## src/rtl/axi_lite_master_v2.sv

```systemverilog
`timescale 1ns/1ps
`default_nettype none
// ============================================================================
//  Module   : axi_lite_master_v2
//  Purpose  : AXI4-Lite master. Turns a local command/response handshake into
//             single AXI4-Lite read or write transactions, one at a time.
//  Revision : 2.0 - parametrised widths, byte strobes, registered command
//             capture, independent AW/W tracking, held response handshake.
//
//  Ports
//    ACLK, ARESET        clock, asynchronous active-high reset
//    cmd_*               command request (valid/ready, write, addr, wdata, wstrb)
//    rsp_*               response (valid/ready, write, rdata, resp)
//    timeout             one-cycle watchdog pulse (0 unless AXIL_MST_TIMEOUT_EN)
//    AW*/W*/B*/AR*/R*    AXI4-Lite master channels
//
//  Build option
//    AXIL_MST_TIMEOUT_EN : when defined, a per-transaction watchdog pulses
//                          'timeout' once after TIMEOUT_CYCLES busy cycles.
// ============================================================================
module axi_lite_master_v2 #(
  parameter int ADDR_WIDTH     = 4,
  parameter int DATA_WIDTH     = 32,
  parameter int TIMEOUT_CYCLES = 1024
) (
  input  logic                    ACLK,
  input  logic                    ARESET,
  // Local command interface
  input  logic                    cmd_valid,
  output logic                    cmd_ready,
  input  logic                    cmd_write,
  input  logic [ADDR_WIDTH-1:0]   cmd_addr,
  input  logic [DATA_WIDTH-1:0]   cmd_wdata,
  input  logic [DATA_WIDTH/8-1:0] cmd_wstrb,
  // Local response interface
  output logic                    rsp_valid,
  input  logic                    rsp_ready,
  output logic                    rsp_write,
  output logic [DATA_WIDTH-1:0]   rsp_rdata,
  output logic [1:0]              rsp_resp,
  output logic                    timeout,
  // AXI write address channel
  output logic [ADDR_WIDTH-1:0]   AWADDR,
  output logic [2:0]              AWPROT,
  output logic                    AWVALID,
  input  logic                    AWREADY,
  // AXI write data channel
  output logic [DATA_WIDTH-1:0]   WDATA,
  output logic [DATA_WIDTH/8-1:0] WSTRB,
  output logic                    WVALID,
  input  logic                    WREADY,
  // AXI write response channel
  input  logic [1:0]              BRESP,
  input  logic                    BVALID,
  output logic                    BREADY,
  // AXI read address channel
  output logic [ADDR_WIDTH-1:0]   ARADDR,
  output logic [2:0]              ARPROT,
  output logic                    ARVALID,
  input  logic                    ARREADY,
  // AXI read data channel
  input  logic [DATA_WIDTH-1:0]   RDATA,
  input  logic [1:0]              RRESP,
  input  logic                    RVALID,
  output logic                    RREADY
);

  // --------------------------------------------------------------------------
  // Elaboration-time parameter sanity checks
  // --------------------------------------------------------------------------
  if ((DATA_WIDTH != 32) && (DATA_WIDTH != 64)) begin : g_bad_data_width
    $error("axi_lite_master_v2: DATA_WIDTH must be 32 or 64");
  end
  if ((ADDR_WIDTH < 2) || (ADDR_WIDTH > 32)) begin : g_bad_addr_width
    $error("axi_lite_master_v2: ADDR_WIDTH must be in 2..32");
  end
  if (TIMEOUT_CYCLES < 1) begin : g_bad_timeout
    $error("axi_lite_master_v2: TIMEOUT_CYCLES must be at least 1");
  end

  // --------------------------------------------------------------------------
  // State machine
  // --------------------------------------------------------------------------
  typedef enum logic [2:0] {
    S_IDLE = 3'd0,
    S_WR   = 3'd1,   // AW and W outstanding
    S_WR_B = 3'd2,   // waiting for write response
    S_RD_A = 3'd3,   // AR outstanding
    S_RD_R = 3'd4,   // waiting for read data
    S_RSP  = 3'd5    // response held for local logic
  } state_t;

  state_t r_state;
  logic   r_aw_done;
  logic   r_w_done;

  logic w_cmd_acc;
  logic w_aw_hs;
  logic w_w_hs;
  logic w_aw_fin;
  logic w_w_fin;

  assign w_cmd_acc = cmd_valid & cmd_ready;
  assign w_aw_hs   = AWVALID & AWREADY;
  assign w_w_hs    = WVALID & WREADY;
  // A channel counts as finished if it completed earlier or completes now.
  assign w_aw_fin  = r_aw_done | w_aw_hs;
  assign w_w_fin   = r_w_done | w_w_hs;

  // Protection attributes: unprivileged, secure, data access.
  assign AWPROT = 3'b000;
  assign ARPROT = 3'b000;

  always_ff @(posedge ACLK or posedge ARESET) begin
    if (ARESET) begin
      r_state   <= S_IDLE;
      r_aw_done <= 1'b0;
      r_w_done  <= 1'b0;
      cmd_ready <= 1'b1;
      rsp_valid <= 1'b0;
      rsp_write <= 1'b0;
      rsp_rdata <= '0;
      rsp_resp  <= 2'b00;
      AWADDR    <= '0;
      AWVALID   <= 1'b0;
      WDATA     <= '0;
      WSTRB     <= '0;
      WVALID    <= 1'b0;
      BREADY    <= 1'b0;
      ARADDR    <= '0;
      ARVALID   <= 1'b0;
      RREADY    <= 1'b0;
    end else begin
      case (r_state)
        S_IDLE: begin
          if (w_cmd_acc) begin
            cmd_ready <= 1'b0;
            if (cmd_write) begin
              AWADDR    <= cmd_addr;
              WDATA     <= cmd_wdata;
              WSTRB     <= cmd_wstrb;
              AWVALID   <= 1'b1;
              WVALID    <= 1'b1;
              r_aw_done <= 1'b0;
              r_w_done  <= 1'b0;
              r_state   <= S_WR;
            end else begin
              ARADDR  <= cmd_addr;
              ARVALID <= 1'b1;
              r_state <= S_RD_A;
            end
          end
        end

        S_WR: begin
          // Each VALID drops on its own handshake; the other keeps waiting.
          if (w_aw_hs) begin
            AWVALID   <= 1'b0;
            r_aw_done <= 1'b1;
          end
          if (w_w_hs) begin
            WVALID   <= 1'b0;
            r_w_done <= 1'b1;
          end
          if (w_aw_fin && w_w_fin) begin
            BREADY  <= 1'b1;
            r_state <= S_WR_B;
          end
        end

        S_WR_B: begin
          if (BVALID) begin
            BREADY    <= 1'b0;
            rsp_valid <= 1'b1;
            rsp_write <= 1'b1;
            rsp_rdata <= '0;
            rsp_resp  <= BRESP;
            r_state   <= S_RSP;
          end
        end

        S_RD_A: begin
          if (ARREADY) begin
            ARVALID <= 1'b0;
            RREADY  <= 1'b1;
            r_state <= S_RD_R;
          end
        end

        S_RD_R: begin
          if (RVALID) begin
            RREADY    <= 1'b0;
            rsp_valid <= 1'b1;
            rsp_write <= 1'b0;
            rsp_rdata <= RDATA;
            rsp_resp  <= RRESP;
            r_state   <= S_RSP;
          end
        end

        S_RSP: begin
          // cmd_ready rises only after the response is consumed, so the next
          // command can be accepted no earlier than the following cycle.
          if (rsp_ready) begin
            rsp_valid <= 1'b0;
            cmd_ready <= 1'b1;
            r_state   <= S_IDLE;
          end
        end

        default: begin
          r_state   <= S_IDLE;
          cmd_ready <= 1'b1;
          rsp_valid <= 1'b0;
          AWVALID   <= 1'b0;
          WVALID    <= 1'b0;
          BREADY    <= 1'b0;
          ARVALID   <= 1'b0;
          RREADY    <= 1'b0;
        end
      endcase
    end
  end

  // --------------------------------------------------------------------------
  // Watchdog
  // --------------------------------------------------------------------------
`ifdef AXIL_MST_TIMEOUT_EN
  localparam int c_CNT_W = $clog2(TIMEOUT_CYCLES + 1);
  localparam logic [c_CNT_W-1:0] c_CNT_LIMIT = c_CNT_W'(TIMEOUT_CYCLES);
  localparam logic [c_CNT_W-1:0] c_CNT_FIRE  = c_CNT_W'(TIMEOUT_CYCLES - 1);

  logic [c_CNT_W-1:0] r_to_cnt;
  logic               w_busy;

  // RSP is excluded: once the slave has answered, waiting on local logic is
  // not an AXI stall.
  assign w_busy = (r_state == S_WR) || (r_state == S_WR_B) ||
                  (r_state == S_RD_A) || (r_state == S_RD_R);

  // The counter saturates at the limit, so the fire value is seen for exactly
  // one busy cycle per transaction.
  always_ff @(posedge ACLK or posedge ARESET) begin
    if (ARESET) begin
      r_to_cnt <= '0;
    end else if (w_cmd_acc) begin
      r_to_cnt <= '0;
    end else if (w_busy && (r_to_cnt < c_CNT_LIMIT)) begin
      r_to_cnt <= r_to_cnt + 1'b1;
    end
  end

  assign timeout = w_busy && (r_to_cnt == c_CNT_FIRE);
`else
  assign timeout = 1'b0;
`endif

endmodule
`default_nettype wire

```

## config.mk

```make
export PLATFORM = sky130hd
export DESIGN_NAME = axi_lite_master_v2
export DESIGN_NICKNAME = d
export VERILOG_FILES = /design/src/rtl/axi_lite_master_v2.sv
export SDC_FILE = /design/constraint.sdc
export NUM_CORES = 1
export LEC_CHECK = 0
export CAP_MARGIN = 10
export CORE_MARGIN = 10
export CORE_UTILIZATION = 65
export CTS_CLUSTER_DIAMETER = 60
export CTS_CLUSTER_SIZE = 28
export DETAILED_ROUTE_END_ITERATION = 16
export DONT_BUFFER_PORTS = 1
export PLACE_DENSITY = 0.89
export SLEW_MARGIN = 10
export SYNTH_ARGS = -nofsm -noshare
export SYNTH_HDL_FRONTEND = slang
export SYNTH_SLANG_ARGS = --single-unit
```

## constraint.sdc

```tcl
create_clock -name ACLK -period 5.3 [get_ports ACLK]
set_clock_uncertainty 0.05 [all_clocks]
set_input_delay 0.265 -clock ACLK [delete_from_list [all_inputs] [get_ports ACLK]]
set_output_delay 0.265 -clock ACLK [all_outputs]
set_load 0.01 [all_outputs]
```

* After elaboration in Yosys (flattened, before gate mapping)
Index checks and enable logic that the tools add are counted.
** Storage, ports and cells
- Register bits after elaboration :: 91
- Word-level logic and storage cells :: 111
- Bits of input ports :: 86
- Output and inout port bits :: 93
** Operators by class
- Muxes and demuxes :: 44
- Bitwise gates (word level) :: 12
- Equality and inequality tests :: 15
- Reductions and logical operators :: 23
** Operators by type and width (number)
- 2-to-1 mux 32 bit :: 2
- case mux 32 bit (2 select lines) :: 1
- AND reduction 4 bit :: 6
- 2-to-1 mux 1 bit :: 20
- inequality test 2 bit (second input constant) :: 10
- OR reduction 4 bit :: 5
- 2-to-1 mux 3 bit :: 6
- case mux 1 bit (3 select lines) :: 6
- case mux 3 bit (6 select lines) :: 1
- AND reduction 3 bit :: 6
- inverter 1 bit :: 7
- equality test 3 x 2 -> 1 bit (second input constant) :: 2
- equality test 3 bit (second input constant) :: 2
- 2-to-1 mux 2 bit :: 3
- case mux 1 bit (2 select lines) :: 3
- AND reduction 6 bit :: 1
- case mux 1 bit (4 select lines) :: 1
- case mux 2 bit (2 select lines) :: 1
- nonzero test 2 bit :: 2
- bitwise AND 1 bit :: 3
- equality test 3 x 1 -> 1 bit (second input constant) :: 1
- logical NOT 3 bit :: 1
- OR reduction 3 bit :: 1
- OR 1 bit :: 2
- logical AND 1 bit :: 1

* Logic depth before layout (Yosys ltp)
- Depth in word-level cells :: 5
- Mapped depth :: 7
- Depth with buffers taken out :: 4

* Least setup slack after synthesis
Ideal clock, no wire load.
- Path kind :: register to register
- Start :: register r_state[0]
- End :: register AWADDR[0]
- Stages on the path, launching flop included :: 8
- Data required time :: 5.125 ns
- Path buffers :: 3
- Period minus slack after synthesis :: 1.682 ns
- Setup slack :: 3.618 ns
- Arrival time :: 1.507 ns
- Setup time :: 0.125 ns
- Cells stage by stage :: dfrtp_1 -> buf_6 -> nor2_2 -> and4_4 -> and2_4 -> buf_6 -> buf_12 -> mux2_4
** On the way
- Word-level cells in the longest chain between the ends :: 2
** Ends and longest elaborated chain
- from (decl) :: line 93 : state_t r_state;
- from (signal assigned) :: line 116 : r_state <= S_IDLE;
- from (signal assigned) :: line 146 : r_state <= S_WR;
- from (signal assigned) :: line 150 : r_state <= S_RD_A;
- logical NOT 3 bit :: line 134 : case (r_state)
- AND reduction 3 bit (no source line)
- to (signal assigned) :: line 139 : AWADDR <= cmd_addr;
- to (decl) :: line 43 : output logic [ADDR_WIDTH-1:0] AWADDR,
No other way between the ends.
A chain may end at the register's enable or synchronous reset.

* Final worst setup path
- Start :: register r_state[0]
- End :: register AWADDR[3]
The elaborated chain is that of the path after synthesis.

==> results.sh <==
export IMPL_synth_avg_cell_area_sq_um=14.3
export IMPL_final_common_cell="dfrtp_1"
export IMPL_wire_per_inst_microns=25.8
export IMPL_ant_nets=0
export IMPL_ys_flop_type="dfrtp_1"
export IMPL_p_per_area_mw_per_mm2=562
export IMPL_insertion_delay_ns=0.34
export IMPL_finalWirelength_mm=10.0
export IMPL_track_usage_pct=19.8
export IMPL_finalHoldViolations=0
export IMPL_tightestPinTransition_ns=1.11
export IMPL_cts_tree="yes"
export IMPL_end_kind="flop"
export IMPL_io_buffers=0
export IMPL_fillers=344
export IMPL_hold_ws_ns=0.0148
export IMPL_synth_seq_cells=91
export IMPL_synth_edf_count=0
export IMPL_drv_slew=0
export IMPL_htree_levels=3
export IMPL_yosysTopAreaCell="dfrtp_1"
export IMPL_cpMaxStageDelayCell="and2_4"
export IMPL_clockBufferDepth=2
export IMPL_placed_area_sq_mm=0.00382
export IMPL_critPathLaunch="r_state[0]$_DFFE_PP0P_"
export IMPL_setup_viol=0
export IMPL_antenna_cells=0
export IMPL_seq_area_frac_synth_pct=58.8
export IMPL_multi_input_area_sq_mm=0.00141
export IMPL_synth_area_sq_mm=0.00387
export IMPL_viasPerCell=6.12
export IMPL_max_stage_delay_ns=0.62
export IMPL_antenna_found_initial=0
export IMPL_fp_dieH_microns=97.2
export IMPL_ys_types=39
export IMPL_cts_sinks=91
export IMPL_worstHoldStart="RDATA[29]"
export IMPL_max_slew_margin_rel_pct=26.2
export IMPL_nets=395
export IMPL_sequential_cell_area_sq_mm=0.00228
export IMPL_drive_gt1_share_pct=22.6
export IMPL_yosysWarningCount=0
export IMPL_syn2layout_area_growth_pct=15.2
export IMPL_drt_iter0_markers=102
export IMPL_rows=28
export IMPL_die_area_sq_mm=0.00945
export IMPL_dpl_hpwl_mm=6.88
export IMPL_crit_type="flop to flop"
export IMPL_dp_slack_ns=3.02
export IMPL_clock_root_buffer="clkbuf_8"
export IMPL_synthArstFlopShare_pct=100
export IMPL_gp_congestion=0.849
export IMPL_r2r_start="r_state[0]$_DFFE_PP0P_"
export IMPL_period_needed_ns=2.30
export IMPL_num_vias=2380
export IMPL_start_kind="flop"
export IMPL_max_freq_ghz=0.435
export IMPL_start_util_pct=66.2
export IMPL_irDropWorstVdd_v=0.000298
export IMPL_rsz0062_at_grt="no"
export IMPL_path_cells="nor2_2, and4_4, and2_4, mux2_2"
export IMPL_cts_resized=0
export IMPL_min_path_type="primary input to flop"
export IMPL_cp_max_fo=42
export IMPL_numCtsBuffers=9
export IMPL_drc=0
export IMPL_synth_cells=270
export IMPL_synth_top_area_share_pct=58.1
export IMPL_status="finished clean"
export IMPL_ios=179
export IMPL_grt_max_degree=92
export IMPL_drtPass1Iterations=4
export IMPL_final_cell_mix="dfrtp_1, dlygate4sd3_1, mux2_4"
export IMPL_cp_arrival_ns=2.47
export IMPL_cts_clk_slew_worst_paths_ns=0.09
export IMPL_period_share_pct=43.3
export IMPL_leakagePower_nw=2.08
export IMPL_synth_area_leaders="dfrtp_1, mux2_4, a22o_1"
export IMPL_cp_required_ns=5.48
export IMPL_first_global_vias=2481
export IMPL_core_area_sq_mm=0.00585
export IMPL_maxCapViolations=0
export IMPL_grt_pass1_wl_mm=15.1
export IMPL_overflow=0
export IMPL_dieWidth_microns=97.2
export IMPL_finalSetupTns_ns=0
export IMPL_fin_ws_ns=3.00
export IMPL_final_area_sq_mm=0.00446
==> final cells by class <==
| class | instances | share of cell area (%) |
|---|---|---|
| flip-flops and latches | 91 | 51.1 |
| multi-input cells | 157 | 31.5 |
| repair buffers | 45 | 9.92 |
| clock buffers | 9 | 2.78 |
| clock inverters | 7 | 2.21 |
| well taps | 75 | 2.10 |
| inverters | 5 | 0.449 |
==> power by group <==
group | total, mW | switching, mW | internal [mW] | leakage (nW)
Combinational | 0.597 | 0.228 | 0.369 | 0.801
Clock | 0.515 | 0.244 | 0.271 | 0.116
Sequential | 1.40 | 0.416 | 0.982 | 1.16
==> worst max-delay path: cells and delay by family, from the launching register on <==
kind / cells / cell delay [ns]
DFF: 1 / 0.61
muxes: 1 / 0.41
and+or+nand+nor: 3 / 1.08
==> registers in the layout, summed over array words and instances (netlist names), 2 cells and up <==
name,count
rsp_resp,2
AWADDR,4
ARADDR,4
rsp_rdata,32
WDATA,32
r_state,3
WSTRB,4
==> synthesized netlist by cell type, types with 2 or more instances <==
library cell / number
nor3_1: 2
buf_12: 4
buf_2: 5
nor2b_1: 5
inv_1: 4
a21oi_1: 9
and3b_1: 2
mux2_4: 38
nand2b_1: 2
buf_4: 7
dfrtp_1: 90
o211ai_1: 2
nand2_1: 8
a21boi_0: 3
o22ai_1: 4
nor2_1: 8
o21ai_0: 10
clkbuf_1: 5
buf_6: 2
a41oi_1: 2
mux2_2: 6
a22o_1: 32
and2_1: 2
mux2i_1: 3
==> final timing paths <==
check,to,slack [ns],cells after the start
max in group asynchronous,r_state[1]$_DFFE_PP0P_,4.39,2
worst min-delay path,rsp_rdata[29]$_DFFE_PP0P_,0.01,1
worst max register to register,AWADDR[3]$_DFFE_PP0P_,3.00,4
worst min register to register,r_w_done$_DFFE_PP0P_,0.50,2
worst max-delay path,AWADDR[3]$_DFFE_PP0P_,3.00,4
min in group asynchronous,WDATA[19]$_DFFE_PP0P_,0.08,2
==> routing by layer <==
metal  GRT usage, %  wire length (microns)
met5              0                      0
met4           6.36                    139
met3           7.61                   1050
met2           33.0                   5280
met1           23.0                   3560
==> per-stage QoR <==
| step | cells | utilization [%] | power (mW) |
|---|---|---|---|
| after floorplan | 276 | - | 1.81 |
| after global placement | 331 | 65.3 | 1.93 |
| after detailed placement | 331 | 65.3 | 1.98 |
| after CTS | 368 | 72.7 | 2.51 |
| after global routing | 389 | 76.3 | 2.65 |
| final | 389 | 76.3 | 2.51 |
==> timing repair <==
action | 4_1_cts | 5_1_grt
hold endpoints to repair | 21 | 22
hold buffers | 21 | 21
setup buffers | 0 | 0
==> cells by family after synthesis <==
| logic type | Yosys count | synth area share [%] |
|---|---|---|
| multiplexers | 47 | 17.2 |
| AO/OA/AOI/OAI | 71 | 13.8 |
| other | 1 | 0.0968 |
| AND/OR/NAND/NOR | 32 | 4.39 |
| buffers and inverters | 28 | 5.62 |
| flip-flops | 91 | 58.8 |
Note: power is estimated with default switching activity, not from simulation.
